$ cat src/rtl/mem_block_copy_if.sv
// Memory-side bus of the block-copy engine: port A read path and port B write path.
interface mem_block_copy_if #(
    parameter int unsigned ADDR_W = 15,
    parameter int unsigned DATA_W = 16
);
    logic [ADDR_W-1:0] mem_a_address;
    logic [DATA_W-1:0] mem_a_out;
    logic [ADDR_W-1:0] mem_b_address;
    logic [DATA_W-1:0] mem_b_in;
    logic              mem_b_we;

    modport master (
        output mem_a_address,
        input  mem_a_out,
        output mem_b_address,
        output mem_b_in,
        output mem_b_we
    );

    modport slave (
        input  mem_a_address,
        output mem_a_out,
        input  mem_b_address,
        input  mem_b_in,
        input  mem_b_we
    );
endinterface

$ cat src/rtl/mem_block_copy.sv
// Block-transfer initiator: streams length words src->dst at one word per clock.
// Optional running checksum of written words enabled by MEM_BLOCK_COPY_CHECKSUM_EN.
module mem_block_copy #(
    parameter int unsigned ADDR_W = 15,
    parameter int unsigned DATA_W = 16
) (
    input  logic              clk,
    input  logic              rst_n,
    input  logic              start,
    input  logic [ADDR_W-1:0] src_addr,
    input  logic [ADDR_W-1:0] dst_addr,
    input  logic [ADDR_W-1:0] length,
    output logic              busy,
    output logic              done,
`ifdef MEM_BLOCK_COPY_CHECKSUM_EN
    output logic [DATA_W-1:0] checksum,
`endif
    mem_block_copy_if.master  mem
);

    typedef enum logic [1:0] {
        ST_IDLE = 2'd0,
        ST_RUN  = 2'd1,
        ST_LAST = 2'd2
    } state_e;

    state_e            state_q,   state_d;
    logic [ADDR_W-1:0] rd_addr_q, rd_addr_d;
    logic [ADDR_W-1:0] wr_addr_q, wr_addr_d;
    logic [ADDR_W-1:0] len_q,     len_d;
    logic [ADDR_W-1:0] rd_cnt_q,  rd_cnt_d;
    logic [ADDR_W-1:0] wr_cnt_q,  wr_cnt_d;
    logic              we_q,      we_d;
    logic              busy_q,    busy_d;
    logic              done_q,    done_d;
`ifdef MEM_BLOCK_COPY_CHECKSUM_EN
    logic [DATA_W-1:0] cks_q,     cks_d;
`endif

    // Next-state logic; wr_cnt tracks the index of the word presented on port B.
    always_comb begin
        state_d   = state_q;
        rd_addr_d = rd_addr_q;
        wr_addr_d = wr_addr_q;
        len_d     = len_q;
        rd_cnt_d  = rd_cnt_q;
        wr_cnt_d  = wr_cnt_q;
        we_d      = we_q;
        busy_d    = busy_q;
        done_d    = 1'b0;
`ifdef MEM_BLOCK_COPY_CHECKSUM_EN
        cks_d     = cks_q;
        if (we_q) begin
            cks_d = cks_q + mem.mem_a_out;
        end
`endif

        unique case (state_q)
            ST_IDLE: begin
                if (start) begin
`ifdef MEM_BLOCK_COPY_CHECKSUM_EN
                    cks_d = '0;
`endif
                    if (length == '0) begin
                        done_d = 1'b1;
                    end else begin
                        len_d     = length;
                        rd_addr_d = src_addr;
                        wr_addr_d = dst_addr;
                        rd_cnt_d  = ADDR_W'(1);
                        wr_cnt_d  = '0;
                        busy_d    = 1'b1;
                        state_d   = ST_RUN;
                    end
                end
            end

            ST_RUN: begin
                we_d = 1'b1;
                if (rd_cnt_q < len_q) begin
                    rd_addr_d = rd_addr_q + ADDR_W'(1);
                    rd_cnt_d  = rd_cnt_q + ADDR_W'(1);
                end
                if (we_q) begin
                    wr_addr_d = wr_addr_q + ADDR_W'(1);
                    wr_cnt_d  = wr_cnt_q + ADDR_W'(1);
                end
                if (wr_cnt_d == len_q - ADDR_W'(1)) begin
                    state_d = ST_LAST;
                end
            end

            ST_LAST: begin
                we_d      = 1'b0;
                busy_d    = 1'b0;
                done_d    = 1'b1;
                wr_addr_d = wr_addr_q + ADDR_W'(1);
                state_d   = ST_IDLE;
            end

            default: begin
                state_d = ST_IDLE;
            end
        endcase
    end

    always_ff @(posedge clk or negedge rst_n) begin
        if (!rst_n) begin
            state_q   <= ST_IDLE;
            rd_addr_q <= '0;
            wr_addr_q <= '0;
            len_q     <= '0;
            rd_cnt_q  <= '0;
            wr_cnt_q  <= '0;
            we_q      <= 1'b0;
            busy_q    <= 1'b0;
            done_q    <= 1'b0;
`ifdef MEM_BLOCK_COPY_CHECKSUM_EN
            cks_q     <= '0;
`endif
        end else begin
            state_q   <= state_d;
            rd_addr_q <= rd_addr_d;
            wr_addr_q <= wr_addr_d;
            len_q     <= len_d;
            rd_cnt_q  <= rd_cnt_d;
            wr_cnt_q  <= wr_cnt_d;
            we_q      <= we_d;
            busy_q    <= busy_d;
            done_q    <= done_d;
`ifdef MEM_BLOCK_COPY_CHECKSUM_EN
            cks_q     <= cks_d;
`endif
        end
    end

    assign busy              = busy_q;
    assign done              = done_q;
    assign mem.mem_a_address = rd_addr_q;
    assign mem.mem_b_address = wr_addr_q;
    assign mem.mem_b_we      = we_q;
    // Read data flows straight to the write port; the memory's read latency aligns it.
    assign mem.mem_b_in      = mem.mem_a_out;
`ifdef MEM_BLOCK_COPY_CHECKSUM_EN
    assign checksum          = cks_q;
`endif

endmodule

$ cat src/flat_wrapper.sv
// flat-port wrapper written by rule: the top's interface ports become plain ports
module mem_block_copy_flat 
#(
    parameter int unsigned ADDR_W = 15,
    parameter int unsigned DATA_W = 16
)
  (clk, rst_n, start, src_addr, dst_addr, length, busy, done, mem_mem_a_address, mem_mem_a_out, mem_mem_b_address, mem_mem_b_in, mem_mem_b_we);
  mem_block_copy_if #(.ADDR_W(ADDR_W), .DATA_W(DATA_W)) mem_i ();
  input  logic clk;
  input  logic rst_n;
  input  logic start;
  input  logic [ADDR_W-1:0] src_addr;
  input  logic [ADDR_W-1:0] dst_addr;
  input  logic [ADDR_W-1:0] length;
  output logic busy;
  output logic done;
  output wire logic [$bits(mem_i.mem_a_address)-1:0] mem_mem_a_address;
  input wire logic [$bits(mem_i.mem_a_out)-1:0] mem_mem_a_out;
  output wire logic [$bits(mem_i.mem_b_address)-1:0] mem_mem_b_address;
  output wire logic [$bits(mem_i.mem_b_in)-1:0] mem_mem_b_in;
  output wire logic [$bits(mem_i.mem_b_we)-1:0] mem_mem_b_we;
  assign mem_mem_a_address = mem_i.mem_a_address;
  assign mem_i.mem_a_out = mem_mem_a_out;
  assign mem_mem_b_address = mem_i.mem_b_address;
  assign mem_mem_b_in = mem_i.mem_b_in;
  assign mem_mem_b_we = mem_i.mem_b_we;
  mem_block_copy #(.ADDR_W(ADDR_W), .DATA_W(DATA_W)) u_core (.clk(clk), .rst_n(rst_n), .start(start), .src_addr(src_addr), .dst_addr(dst_addr), .length(length), .busy(busy), .done(done), .mem(mem_i));
endmodule
$ cat config.mk
export PLATFORM = sky130hd
export DESIGN_NAME = mem_block_copy_flat
export DESIGN_NICKNAME = d
export VERILOG_FILES = /design/src/rtl/mem_block_copy_if.sv /design/src/rtl/mem_block_copy.sv /design/src/flat_wrapper.sv
export SDC_FILE = /design/constraint.sdc
export NUM_CORES = 1
export LEC_CHECK = 0
export ABC_AREA = 0
export CAP_MARGIN = 20
export CORE_ASPECT_RATIO = 0.9
export CORE_MARGIN = 3
export CORE_UTILIZATION = 52
export DETAILED_ROUTE_END_ITERATION = 16
export PLACE_DENSITY = 0.89
export SYNTH_ARGS = -nofsm -noshare
export SYNTH_HDL_FRONTEND = slang
export SYNTH_SLANG_ARGS = --single-unit
$ cat constraint.sdc
create_clock -name clk -period 4.13 [get_ports clk]
set_clock_uncertainty 0.1 [all_clocks]
set_input_delay 1.0325 -clock clk [delete_from_list [all_inputs] [get_ports clk]]
set_output_delay 1.0325 -clock clk [all_outputs]
set_load 0.01 [all_outputs]
# After elaboration in Yosys (flattened, before gate mapping)
# Cells that the tools add are included.
classes:
  addsub: 5
  magnitude_cmp: 1
  n_eq_ne: 8
  muxes: 28
  bitwise_logic: 1
  reduce_logical: 12
op_table:
  columns: ["operator", "n"]
  rows:
  - ["two-way mux 15 bit", 13]
  - ["case mux 15 bit (2 select lines)", 3]
  - ["adder 15 x 1 -> 15 bit (second input constant)", 4]
  - ["case mux 15 bit (3 select lines)", 1]
  - ["equality test 15 bit", 1]
  - ["zero test 15 bit", 1]
  - ["less-than comparator 15 bit", 1]
  - ["subtractor 15 x 1 -> 15 bit (second input constant)", 1]
  - ["AND reduction 3 bit", 4]
  - ["AND reduction 4 bit", 2]
  - ["two-way mux 2 bit", 3]
  - ["!= test 2 x 1 -> 1 bit (second input constant)", 3]
  - ["case mux 1 bit (2 select lines)", 3]
  - ["nonzero test 2 bit", 3]
  - ["two-way mux 1 bit", 4]
  - ["!= test 2 bit (second input constant)", 2]
  - ["case mux 2 bit (2 select lines)", 1]
  - ["nonzero test 3 bit", 1]
  - ["equality test 2 x 1 -> 1 bit (second input constant)", 1]
  - ["equality test 2 bit (second input constant)", 1]
  - ["zero test 2 bit", 1]
  - ["NOT 1 bit", 1]
word_totals:
  ff_bits: 80
  inputBits: 64
  output_inout_bits: 49
  elab_cells: 64

# Longest topological paths before layout
depth:
  ltp_word: 6
  ltp_mapped: 11
  ltp_nobuf: 10

# Least setup slack after synthesis
# OpenSTA, ideal clock, no wires.
synth_path:
  path_type: "input -> register"
  from: "in length[2]"
  to: "reg u_core.state_q[0]"
  setup_time_ps: 131
  t_arrival_ps: 2811
  t_required_ps: 3899
  slack_ps: 1087
  cell_stages: 9
  n_path_buf: 1
  cell_sequence: "nor4_1 -> a41oi_1 -> nor2b_1 -> clkbuf_1 -> o21bai_1 -> nor2_1 -> a21oi_1 -> o21ai_0 -> or3_1"
synth_between:
  elab_chain_len: 3
synth_lines:
  columns: ["item", "line_no", "source"]
  rows:
  - ["from (decl)", "flat_wrapper.sv:14", "input logic [ADDR_W-1:0] length;"]
  - ["zero test 15 bit", "mem_block_copy.sv:64", "if (length == '0) begin"]
  - ["!= test 2 bit (no source line)", null, null]
  - ["AND reduction 3 bit (no source line)", null, null]
  - ["to (signal assigned)", "mem_block_copy.sv:122", "state_q <= state_d;"]
  - ["to (decl)", "mem_block_copy.sv:27", "state_e state_q, state_d;"]
# No other way between the ends.
# A chain may end at the register's enable or synchronous reset.

# Final worst setup path
layout_path:
  from: "in length[7]"
  to: "reg u_core.rd_cnt_q[14]"
layout_between:
  elab_chain_len: 3
layout_lines:
  columns: ["item", "line_no", "source"]
  rows:
  - ["zero test 15 bit", "mem_block_copy.sv:64", null]
  - ["!= test 2 bit (no source line)", null, null]
  - ["AND reduction 4 bit (no source line)", null, null]
  - ["to (signal assigned)", "mem_block_copy.sv:126", "rd_cnt_q <= rd_cnt_d;"]
  - ["to (decl)", "mem_block_copy.sv:31", "logic [ADDR_W-1:0] rd_cnt_q, rd_cnt_d;"]
# No other way between the ends.

==> results.ini <==
[run_status]
status=complete, no violations

[job]
max_cap_viol_count=0

[critical_path]
r2r_cells=10
r2r-start=u_core.len_q[0]
crit_type=in -> reg
crit_end=u_core.rd_cnt_q[14]
cp_top_family=compound AO/OA/AOI/OAI gates
reg2reg_slack_ns=0.91
slowest_delay_ns=0.52
endpoint_kind=flip-flop
path_buf_inv=2
worstReg2RegEnd=u_core.state_q[0]
crit_start=length[7]
slowest_stage=clkdlybuf4s50_1
cp_num_cells=10
start_kind=primary input
crit_path_max_fanout=20
critPathArrivalTime_ns=3.67
crit_path_cell_trace=clkdlybuf4s50_1 -> nor4_1 -> buf_4 -> a41oi_1 -> mux2_2 -> and4_1 -> nand4_1 -> a2111oi_0 -> xnor2_1 -> nor2_1
cp.required_ns=4.26

[clock_network]
cts_root_buf=clkbuf_16
post_cts_resized=0
cts_max_level=3
path_clk_slew_ns=0.06
clock_sinks=80
insertion_delay_ns=0.34
numCtsBuffers=9
cts_hold_buffers=0
cts_tree=done
post_cts_buffers=0
cts_buffer_depth=2

[synth]
yosys_warnings=0
synth_fp_nets=719
synth-seq-area-share=0.376
netlist_instances=632
syn-cell-area_mm2=0.00532
synth.mux.area_fraction=0.0190
ys.flop_type=dfrtp_1
async_flop_share=1.00
syn-mean-instance-area_um2=8.42
synth_top_family_by_area=simple AND/OR/NAND/NOR gates
synth.area.top_cells=dfrtp_1, xnor2_1, ha_1
synth_edf_count=0
post_synth_xor_area_fraction=0.0823
synth_cell_type_count=53
synth_top_area_frac=0.376
synthAdderAreaFrac=0.0541
synth_compound_area_frac=0.190
synth_top_area_cell=dfrtp_1
synth_simple_gate_area_frac=0.211
ys_seq_elements=80

[floorplanning]
num_rows=34
fp.dieH_um=102
die_width_um=113
start_util=0.541
coreArea_mm2=0.00983
pin_count=113
die_area_mm2=0.0115

[power_and_ir_drop]
ir_drop_v=0.000201
clkPwrFrac=0.414
p_int_uw=1440
p_comb_frac=0.142
switching_share=0.264
p_leak_uw=0.00291
power_frac_seq=0.444
power.total_uw=1950
p_sw_uw=515
power_density_mw_per_mm2=302

[final_layout]
drive_gt1_frac=0.0634
nets=777
num_antenna_cells=0
areaGrowthSynthToFinish_pct=21.4
ff_latch_area_mm2=0.00200
final_cells=820
multi_input_area_mm2=0.00297
fin_util=0.657
n_fill_cell=782

[timing]
max_freq_mhz=283
hold_violations=0
fin_crit_sh=0.857
tightest_slew_ns=1.06
rsz0062_at_grt=no
setup_violations=0
max_slew_margin=0.296
fin_setup_tns_ns=0
slew_violations=0
fin_crit_ns=3.54

[routing]
wl_per_cell_um=18.3
vias_per_cell=6.18
drc=0
ant_nets=0
first_pass_iters=5
totalWireLength_um=15000
drt_iter0_markers=350
vias=5066

[global_routing]
grt.total_usage=0.265
overflow=0
grt_pass1_vias=5126
grt_max_degree=81
antenna_found_initial=0
grt_pass1_wl_um=24800

[placement]
post-place-cells=803
gp_congestion=0.914
port_buffers=80
place_hpwl_um=10500

[hold_path]
hold_class=reg -> reg

==> layout by cell type (no fill, tap or decap), drive strengths merged, types with 11 or more instances in the layout <==
cell type / n
a21oi: 55
and3: 18
buf: 13
clkdlybuf4s50: 79
dfrtp: 80
ha: 23
inv: 31
nand2: 75
nand3: 25
nand4: 20
nor2: 41
nor3: 11
nor4: 11
o21ai: 51
o22ai: 17
xnor2: 40
==> flip-flops by register name, indices dropped and copies added, names as in the netlist <==
name,flops
u_core.done,1
u_core.len_q,15
u_core.rd_cnt_q,15
u_core.state_q,2
u_core.mem.mem_b_we,1
u_core.wr_cnt_q,15
u_core.busy,1
u_core.mem.mem_a_address,15
u_core.mem.mem_b_address,15
==> per-layer routing <==
metal,wire (um),track usage,share of wire
met5,0,0,0
met1,6120,0.340,0.41
met2,7260,0.445,0.48
met3,1230,0.0533,0.082
met4,405,0.103,0.027
==> power by group through the flow <==
stage               Combinational [uW]  Clock, uW  Sequential (uW)
floorplan                          112          0              887
global placement                   265          0              876
detailed placement                 275          0              878
CTS                                276        816              865
global route                       305        849              872
finish                             278        808              866
==> worst reg2reg max path, cell delays in order (launching register included) <==
cell and delay (ns):
dfrtp_1 0.47, inv_1 0.11, ha_1 0.20, or4b_4 0.53
nor4_4 0.18, and3_1 0.21, xnor2_1 0.08, or4_4 0.54
nor4_4 0.24, nor2_1 0.08, or3_1 0.35
==> layout make-up <==
cell class / count / share of cell area
clock buffers: 9 / 0.0349
flip-flops and latches: 80 / 0.310
repair buffers: 92 / 0.142
clock inverters: 6 / 0.0110
multi-input cells: 476 / 0.460
inverters: 31 / 0.0180
well taps: 126 / 0.0244
==> how the worst min path moves through the flow <==
stage / startpoint / to / cells past startpoint
after floorplan: u_core.wr_cnt_q[13] / u_core.wr_cnt_q[13] / 1
after global placement: u_core.busy / u_core.busy / 1
after detailed placement: u_core.busy / u_core.busy / 1
after CTS: u_core.busy / u_core.busy / 1
after global routing: u_core.busy / u_core.busy / 1
final: u_core.busy / u_core.busy / 1
==> cells in the mapped netlist (all sizes together) (2+ instances only) <==
| library cell | instances |
|---|---|
| nand3 | 25 |
| dfrtp | 80 |
| and3 | 18 |
| a2111oi | 2 |
| a31o | 5 |
| or3 | 2 |
| nand2 | 75 |
| mux2i | 9 |
| a311oi | 2 |
| o21ai | 51 |
| or4 | 2 |
| o31ai | 6 |
| nor2b | 2 |
| clkbuf | 26 |
| buf | 19 |
| nor3 | 11 |
| nor2 | 41 |
| xnor2 | 40 |
| a21oi | 55 |
| o32ai | 2 |
| xor2 | 10 |
| and4 | 2 |
| o21a | 2 |
| a22o | 3 |
| a211oi | 4 |
| nor4 | 11 |
| nand4 | 20 |
| nand2b | 5 |
| o211ai | 3 |
| inv | 31 |
| a21o | 10 |
| o22ai | 17 |
| ha | 23 |
| and2 | 4 |
==> cells by family after synthesis <==
group,count (synthesis)
AOI/OAI and AO/OA,169
muxes,10
adders and majority gates,23
and+or+nand+nor,224
buffers and inverters,76
xor gates and xnor gates,50
DFF,80
==> metrics by stage <==
| step | hold slack (ns) | worst slack (ns) | area [um2] |
|---|---|---|---|
| after floorplan | 0.381 | 1.09 | 5320 |
| after global placement | 0.380 | 0.413 | 6120 |
| after detailed placement | 0.381 | 0.271 | 6120 |
| after CTS | 0.395 | 0.626 | 6420 |
| after global routing | 0.416 | 0.432 | 6460 |
| final | 0.394 | 0.591 | 6460 |
(Power assumes the default switching activity.)
